**src/rtl/rm_pkg.sv**
```systemverilog
// Shared types and sizing for the runtime sequence-monitor array.
package rm_pkg;

  localparam int NUM_LANES         = 5;
  localparam int NUM_EVENTS        = 10;
  localparam int NUM_MONITORED_INS = 2;
  localparam int NUM_RULES         = 5;
  localparam int WIN_W             = 8;
  localparam int VIOL_CNT_W        = 16;

  localparam int EVT_IDX_W  = $clog2(NUM_EVENTS);
  localparam int LANE_IDX_W = $clog2(NUM_LANES);
  localparam int RULE_IDX_W = $clog2(NUM_RULES);

  typedef enum logic {
    IDLE,
    ARMED
  } rule_state_e;

  typedef struct packed {
    logic [EVT_IDX_W-1:0] evt_a;
    logic [EVT_IDX_W-1:0] evt_b;
    logic [WIN_W-1:0]     win;
  } rule_cfg_t;

endpackage

```
**src/rtl/rm_seq_rule.sv**
```systemverilog
// One "event A, then event B within win cycles" rule FSM with its window timer.
//
//   state | meaning
//   IDLE  | no recent A; B is harmless
//   ARMED | A seen within the last win cycles; B now is a violation
module rm_seq_rule
  import rm_pkg::*;
(
  input  logic                  clk_i,
  input  logic                  rst_ni,
  input  logic [NUM_EVENTS-1:0] ev,
  input  rule_cfg_t             cfg,
  input  logic                  en,
  input  logic                  clr,
  output logic                  viol
);

  // Event indices beyond NUM_EVENTS land in the zero padding and never fire.
  localparam int EV_PAD_W = 1 << EVT_IDX_W;

  logic [EV_PAD_W-1:0] ev_pad;
  logic                a;
  logic                b;
  logic                win_zero;
  rule_state_e         state_q;
  rule_state_e         state_d;
  logic [WIN_W-1:0]    timer_q;
  logic [WIN_W-1:0]    timer_d;

  assign ev_pad   = EV_PAD_W'(ev);
  assign a        = ev_pad[cfg.evt_a];
  assign b        = ev_pad[cfg.evt_b];
  assign win_zero = (cfg.win == '0);

  // State and window timer registers.
  always_ff @(posedge clk_i or negedge rst_ni) begin
    if (!rst_ni) begin
      state_q <= IDLE;
      timer_q <= '0;
    end else begin
      state_q <= state_d;
      timer_q <= timer_d;
    end
  end

  // Next state, timer update and violation strobe; a disabled lane holds everything.
  always_comb begin
    state_d = state_q;
    timer_d = timer_q;
    viol    = 1'b0;
    if (clr) begin
      state_d = IDLE;
      timer_d = '0;
    end else if (en) begin
      case (state_q)
        IDLE: begin
          if (a && !win_zero) begin
            state_d = ARMED;
            timer_d = cfg.win;
          end
        end
        ARMED: begin
          if (win_zero) begin
            state_d = IDLE;
            timer_d = '0;
          end else if (b) begin
            viol = 1'b1;
            if (a) begin
              timer_d = cfg.win;
            end else begin
              state_d = IDLE;
              timer_d = '0;
            end
          end else if (a) begin
            timer_d = cfg.win;
          end else if (timer_q == WIN_W'(1)) begin
            state_d = IDLE;
            timer_d = '0;
          end else begin
            timer_d = timer_q - WIN_W'(1);
          end
        end
        default: begin
          state_d = IDLE;
          timer_d = '0;
        end
      endcase
    end
  end

endmodule

```
**src/rtl/rm_seq_monitor.sv**
```systemverilog
// Sequence-rule monitor array: per-lane rule FSMs, sticky flags, pending
// alerts and a lowest-lane/lowest-rule alert arbiter on a valid/ready port.
// Build option: define RM_VIOL_CNT_EN to get saturating per-lane violation
// counters; otherwise viol_cnt_o is tied to zero.
module rm_seq_monitor
  import rm_pkg::*;
#(
  parameter int CNT_W = VIOL_CNT_W
) (
  input  logic                                                         clk_i,
  input  logic                                                         rst_ni,
  input  logic [NUM_LANES-1:0][NUM_MONITORED_INS-1:0][NUM_EVENTS-1:0] lane_vector_i,
  input  logic [NUM_LANES-1:0]                                         lane_en_i,
  input  logic [NUM_LANES-1:0]                                         lane_reset_i,
  input  logic [NUM_RULES-1:0][EVT_IDX_W-1:0]                          rule_evt_a_i,
  input  logic [NUM_RULES-1:0][EVT_IDX_W-1:0]                          rule_evt_b_i,
  input  logic [NUM_RULES-1:0][WIN_W-1:0]                              rule_win_i,
  output logic [NUM_LANES-1:0][NUM_RULES-1:0]                          monitor_o,
  output logic                                                         alert_valid_o,
  input  logic                                                         alert_ready_i,
  output logic [LANE_IDX_W-1:0]                                        alert_lane_o,
  output logic [RULE_IDX_W-1:0]                                        alert_rule_o,
  output logic                                                         alert_drop_o,
  output logic [NUM_LANES-1:0][CNT_W-1:0]                              viol_cnt_o
);

  logic [NUM_LANES-1:0][NUM_EVENTS-1:0] lane_ev;
  rule_cfg_t [NUM_RULES-1:0]            cfg;
  logic [NUM_LANES-1:0][NUM_RULES-1:0]  viol;
  logic [NUM_LANES-1:0][NUM_RULES-1:0]  accept_mask;
  logic [NUM_LANES-1:0][NUM_RULES-1:0]  cand;
  logic [NUM_LANES-1:0][NUM_RULES-1:0]  pending_q;
  logic [NUM_LANES-1:0][NUM_RULES-1:0]  pending_d;
  logic [NUM_LANES-1:0][NUM_RULES-1:0]  monitor_q;
  logic [NUM_LANES-1:0][NUM_RULES-1:0]  monitor_d;
  logic                                 handshake;
  logic                                 drop_d;
  logic                                 drop_q;
  logic                                 found;
  logic [LANE_IDX_W-1:0]                sel_lane;
  logic [RULE_IDX_W-1:0]                sel_rule;
  logic                                 alert_valid_q;
  logic [LANE_IDX_W-1:0]                alert_lane_q;
  logic [RULE_IDX_W-1:0]                alert_rule_q;

  assign handshake = alert_valid_q && alert_ready_i;

  // Collapse the monitored slots of each lane into one event vector.
  always_comb begin
    lane_ev = '0;
    for (int l = 0; l < NUM_LANES; l++) begin
      for (int s = 0; s < NUM_MONITORED_INS; s++) begin
        lane_ev[l] = lane_ev[l] | lane_vector_i[l][s];
      end
    end
  end

  for (genvar gr = 0; gr < NUM_RULES; gr++) begin : g_cfg
    assign cfg[gr] = '{evt_a: rule_evt_a_i[gr], evt_b: rule_evt_b_i[gr], win: rule_win_i[gr]};
  end

  for (genvar gl = 0; gl < NUM_LANES; gl++) begin : g_lane
    for (genvar gr = 0; gr < NUM_RULES; gr++) begin : g_rule
      rm_seq_rule u_rule (
        .clk_i  (clk_i),
        .rst_ni (rst_ni),
        .ev     (lane_ev[gl]),
        .cfg    (cfg[gr]),
        .en     (lane_en_i[gl]),
        .clr    (lane_reset_i[gl]),
        .viol   (viol[gl][gr])
      );
    end
  end

  // Sticky flags, pending set/clear, drop detection and arbiter pick.
  // The pair being accepted is excluded so a same-cycle violation re-pends
  // it without a drop, and lanes under reset are never picked.
  always_comb begin
    accept_mask = '0;
    cand        = '0;
    pending_d   = pending_q;
    monitor_d   = monitor_q;
    drop_d      = 1'b0;
    found       = 1'b0;
    sel_lane    = '0;
    sel_rule    = '0;
    for (int l = 0; l < NUM_LANES; l++) begin
      for (int r = 0; r < NUM_RULES; r++) begin
        accept_mask[l][r] = handshake && (alert_lane_q == LANE_IDX_W'(l))
                            && (alert_rule_q == RULE_IDX_W'(r));
      end
      if (lane_reset_i[l]) begin
        pending_d[l] = '0;
        monitor_d[l] = '0;
      end else begin
        cand[l]      = pending_q[l] & ~accept_mask[l];
        drop_d       = drop_d | (|(viol[l] & cand[l]));
        pending_d[l] = cand[l] | viol[l];
        monitor_d[l] = monitor_q[l] | viol[l];
      end
    end
    for (int l = 0; l < NUM_LANES; l++) begin
      for (int r = 0; r < NUM_RULES; r++) begin
        if (!found && cand[l][r]) begin
          found    = 1'b1;
          sel_lane = LANE_IDX_W'(l);
          sel_rule = RULE_IDX_W'(r);
        end
      end
    end
  end

  // Flag registers and the presented alert; the alert is held until accepted.
  always_ff @(posedge clk_i or negedge rst_ni) begin
    if (!rst_ni) begin
      pending_q     <= '0;
      monitor_q     <= '0;
      drop_q        <= 1'b0;
      alert_valid_q <= 1'b0;
      alert_lane_q  <= '0;
      alert_rule_q  <= '0;
    end else begin
      pending_q <= pending_d;
      monitor_q <= monitor_d;
      drop_q    <= drop_d;
      if (!alert_valid_q || alert_ready_i) begin
        alert_valid_q <= found;
        if (found) begin
          alert_lane_q <= sel_lane;
          alert_rule_q <= sel_rule;
        end
      end
    end
  end

  assign monitor_o     = monitor_q;
  assign alert_valid_o = alert_valid_q;
  assign alert_lane_o  = alert_lane_q;
  assign alert_rule_o  = alert_rule_q;
  assign alert_drop_o  = drop_q;

`ifdef RM_VIOL_CNT_EN
  localparam int SUM_W = CNT_W + RULE_IDX_W;

  logic [NUM_LANES-1:0][CNT_W-1:0] cnt_q;
  logic [NUM_LANES-1:0][CNT_W-1:0] cnt_d;
  logic [SUM_W-1:0]                sum;

  // Add this cycle's violation count per lane, saturating at all-ones.
  always_comb begin
    cnt_d = cnt_q;
    sum   = '0;
    for (int l = 0; l < NUM_LANES; l++) begin
      sum = SUM_W'(cnt_q[l]);
      for (int r = 0; r < NUM_RULES; r++) begin
        sum = sum + SUM_W'(viol[l][r]);
      end
      if (lane_reset_i[l]) begin
        cnt_d[l] = '0;
      end else if (|sum[SUM_W-1:CNT_W]) begin
        cnt_d[l] = '1;
      end else begin
        cnt_d[l] = sum[CNT_W-1:0];
      end
    end
  end

  // Violation counter registers.
  always_ff @(posedge clk_i or negedge rst_ni) begin
    if (!rst_ni) begin
      cnt_q <= '0;
    end else begin
      cnt_q <= cnt_d;
    end
  end

  assign viol_cnt_o = cnt_q;
`else
  assign viol_cnt_o = '0;
`endif

endmodule

```
**config.mk**
```make
export PLATFORM = sky130hd
export DESIGN_NAME = rm_seq_monitor
export DESIGN_NICKNAME = d
export VERILOG_FILES = /design/src/rtl/rm_pkg.sv /design/src/rtl/rm_seq_rule.sv /design/src/rtl/rm_seq_monitor.sv
export SDC_FILE = /design/constraint.sdc
export NUM_CORES = 1
export LEC_CHECK = 0
export BUFFER_PORTS_ARGS = -buffer_cell sky130_fd_sc_hd__buf_4
export CELL_PAD_IN_SITES_DETAIL_PLACEMENT = 1
export CELL_PAD_IN_SITES_GLOBAL_PLACEMENT = 1
export CORE_MARGIN = 5
export CORE_UTILIZATION = 41
export CTS_BUF_LIST = sky130_fd_sc_hd__clkbuf_16
export CTS_CLUSTER_SIZE = 30
export DETAILED_ROUTE_END_ITERATION = 12
export HOLD_SLACK_MARGIN = 0.15
export PLACE_DENSITY = 0.84
export SYNTH_ARGS = -nofsm -noshare
export SYNTH_HDL_FRONTEND = slang
export SYNTH_HIERARCHICAL = 1
export SYNTH_SLANG_ARGS = --single-unit
```
**constraint.sdc**
```tcl
create_clock -name clk_i -period 2.5 [get_ports clk_i]
set_clock_uncertainty 0.05 [all_clocks]
set_input_delay 0.375 -clock clk_i [delete_from_list [all_inputs] [get_ports clk_i]]
set_output_delay 0.375 -clock clk_i [all_outputs]
set_load 0.05 [all_outputs]
```
==> summary.txt <==
Setup path
  – Worst reg2reg startpoint: alert_rule_o[1]$_DFFE_PN0P_
  – Crit start category: flip-flop
  – Largest fanout on the critical path: 6
  – CP required: 2.94 ns
  – Critical path class: reg2reg
  – Worst setup EP type: flip-flop
  – Crit path launch: alert_rule_o[1]$_DFFE_PN0P_
  – Arrival @ worst endpoint: 2.93 ns

CTS
  – CTS H-tree lvls: 2
  – CTS tree: done
  – Max clock buf depth: 3
  – Clk_lat worst skew: 0.58 ns
  – Total CTS buffers: 37
  – Clock root buffer: clkbuf_16
  – Sink Count: 283
  – Clk pin slew, worst setup/hold paths: 0.06 ns

Logic synthesis
  – Post-synthesis register bit count: 283
  – Post-Syn Area per Cell: 8.67 µm²
  – Post-synth cell types: 91
  – Primary FF master, synth: dfrtp_1
  – Yosys warning count: 6
  – Combinational family with the most area after synthesis: simple AND/OR/NAND/NOR gates
  – Async set-or-reset flop fraction in the synthesized netlist: 100%
  – Mapped Cells: 3011
  – Mux cell area share after synthesis: 11.9%
  – EDFF count, synth: 0
  – Sequential area share after synthesis: 27.1%
  – Synth Area in Adders: 2.40%
  – Complex-gate fraction of the synthesized area: 22.3%
  – Cell area after synthesis: 26100 µm²
  – Area share of and/or/nand/nor cells after synthesis: 31.0%
  – XOR/XNOR Fraction of Synth Area: 0.839%

Finish
  – Final core occ: 52.9%
  – Register area: 7090 µm²
  – Area delta synth->final: 27.9%
  – Area of the multi-input gates: 18300 µm²
  – Fill count: 7581
  – Ratio of cells with drive above 1 in the final layout: 31.4%
  – Nets: 3941

Job
  – Max-Cap Viols: 0

Timing
  – Final hold viol count: 0
  – Tmin final: 2.50 ns
  – Slew at the pin closest to its max-slew limit: 0.819 ns
  – RSZ-0062 raised after global routing: yes
  – # setup viols final: 0
  – Fraction of the cycle the final worst path needs: 99.9%
  – F_max: 401 MHz
  – Slew headroom: 45.0%
  – Setup WS post-layout: 0.00375 ns
  – Slew Viols, Final: 0

Global route
  – First-pass GRT wire length: 175000 µm
  – GR Util All Layers: 31.4%
  – Pin count of the biggest net entering global routing: 55
  – Vias in the first global route: 29700
  – Number of antenna violations at the first check in global routing: 9
  – GRT Residual Overflow: 0

Power
  – Static Leak: 0.0153 µW
  – Overall Power: 17400 µW
  – Power density relative to cell area: 521 nW/µm²
  – Worst-case vdd ir drop: 360 µV

Place
  – I/O Buffers: 225
  – Post-DP HPWL: 85200 µm
  – Worst Setup Slack post-DPL: -0.505 ns
  – RD Place Congestion: 0.976

Floorplan
  – Core Area: 63100 µm²
  – Ports: 306
  – Die Wd: 262 µm
  – Vert. Die Dim: 262 µm
  – Cell row count: 92
  – Initial Util: 41.4%
  – Die area: 68800 µm²

Route
  – Final ANT Viol Nets: 0
  – DR vias/cell: 6.24
  – Avg WL per Cell: 24.9 µm
  – Drt initial violations: 2675
  – Drt total wl: 114000 µm
  – First drt pass iteration count: 9
  – Remaining DRCs: 0
  – Vias: 28600

Min path
  – Hold path startpoint: rule_win_i[17]
  – HP Class: in2reg

Run status
  – Outcome: completed
## timing repair
action                                  4_1_cts  5_1_grt
hold buffers                                 29        0
endpoints found under the setup margin        6       10
setup buffers                                 1        7
pin swaps                                     1       15
gates resized for setup                       3       20
endpoints found under the hold margin       259        0
## report_power, final
| part | internal [µW] | switching (µW) |
|---|---|---|
| clock network | 3150 | 2250 |
| registers | 4910 | 423 |
| logic | 2760 | 3880 |
## layout make-up
type / instances / area share, %
antenna: 9 / 0.0674
clock buffer: 38 / 2.85
clock inverter: 25 / 0.652
inverter: 136 / 1.53
multi-input combinational: 2577 / 54.7
sequential: 283 / 21.2
tap: 846 / 3.17
timing repair buffer: 663 / 15.8
## synth_stat cells, drive strengths merged (53+ instances only)
| master | n | share of area [%] |
|---|---|---|
| dfrtp | 283 | 27 |
| nor3b | 60 | 1.7 |
| nor2 | 285 | 4.1 |
| a21oi | 161 | 3.4 |
| mux2i | 80 | 3.1 |
| nand2b | 114 | 3.5 |
| inv | 136 | 2.0 |
| a221o | 75 | 2.9 |
| buf | 84 | 2.4 |
| nand3 | 101 | 2.5 |
| nor3 | 107 | 2.2 |
| o21ai | 137 | 2.7 |
| or2 | 53 | 1.3 |
| and3 | 76 | 1.8 |
| nand2 | 409 | 5.9 |
| mux2 | 104 | 4.5 |
## flip-flops by register name, summed over array words and instances (netlist names)
| register | count |
|---|---|
| pending_q | 25 |
| alert_valid_o | 1 |
| monitor_o | 25 |
| alert_rule_o | 3 |
| alert_drop_o | 1 |
| g_lane.g_rule.u_rule/state_q | 25 |
| g_lane.g_rule.u_rule/timer_q | 200 |
| alert_lane_o | 3 |
## worst max-delay path: stages, from the launching register on
cell	delay (ns)
dfrtp_2	0.45
or4b_4	0.61
o21a_1	0.22
o221ai_2	0.17
o211a_4	0.23
nand2_2	0.07
or4_1	0.41
a32oi_1	0.21
## through the flow
step                      hold slack (ns)  std cells  TNS [ns]  cell area [µm²]
after floorplan                    0.0294       3090    -0.158            26400
after global placement              0.306       4468    -20.89            31800
after detailed placement            0.308       4468    -30.78            31800
after CTS                           0.151       4561   -0.0169            33200
after global routing                0.176       4571    -0.305            33400
final                               0.182       4577         0            33400
## per-layer routing
layer / track usage (%) / share of wire [%] / wire [µm] / vias to the layer above
li1: - / - / - / 12500
met1: 40.2 / 39 / 44700 / 14300
met2: 51.3 / 47 / 53100 / 1424
met3: 6.13 / 9.0 / 10300 / 373
met4: 14.6 / 5.3 / 6060 / 2
met5: 0 / 0.018 / 20 / -
## cell usage in the layout, fill, tap and decap left out, types with 62 or more instances in the layout
master	count
nand2_1	408
conb_1	80
nand3_1	74
nor2_1	283
nand2b_1	88
buf_4	616
a21oi_1	140
o21ai_0	71
dfrtp_1	276
o21ai_1	62
nor3_1	101
mux2_2	102
and3_1	75
mux2i_1	80
inv_1	143
## kinds of logic (layout without fill, tap and decap cells)
| group | count (synthesis) | in the layout |
|---|---|---|
| AOI/OAI and AO/OA | 725 | 725 |
| xor gates and xnor gates | 25 | 25 |
| adders and majority gates | 50 | 50 |
| buffers and inverters | 230 | 862 |
| DFF | 283 | 283 |
| muxes | 234 | 234 |
| other | 1 | 89 |
| and+or+nand+nor | 1463 | 1463 |
## final timing paths
check | to | slack (ns) | cells past startpoint
setup / recovery | alert_rule_o[2]$_DFFE_PN0P_ | 0.004 | 7
hold / removal | g_lane[2].g_rule[2].u_rule/timer_q[1]$_DFFE_PN0P_ | 0.18 | 3
setup reg to reg | alert_rule_o[2]$_DFFE_PN0P_ | 0.004 | 7
hold reg to reg | monitor_o[3]$_DFF_PN0_ | 0.45 | 2
max in group asynchronous | g_lane[3].g_rule[2].u_rule/timer_q[5]$_DFFE_PN0P_ | 1.35 | 4
min in group asynchronous | g_lane[4].g_rule[3].u_rule/timer_q[6]$_DFFE_PN0P_ | 0.30 | 2
Power figures use the tool's default switching activity.
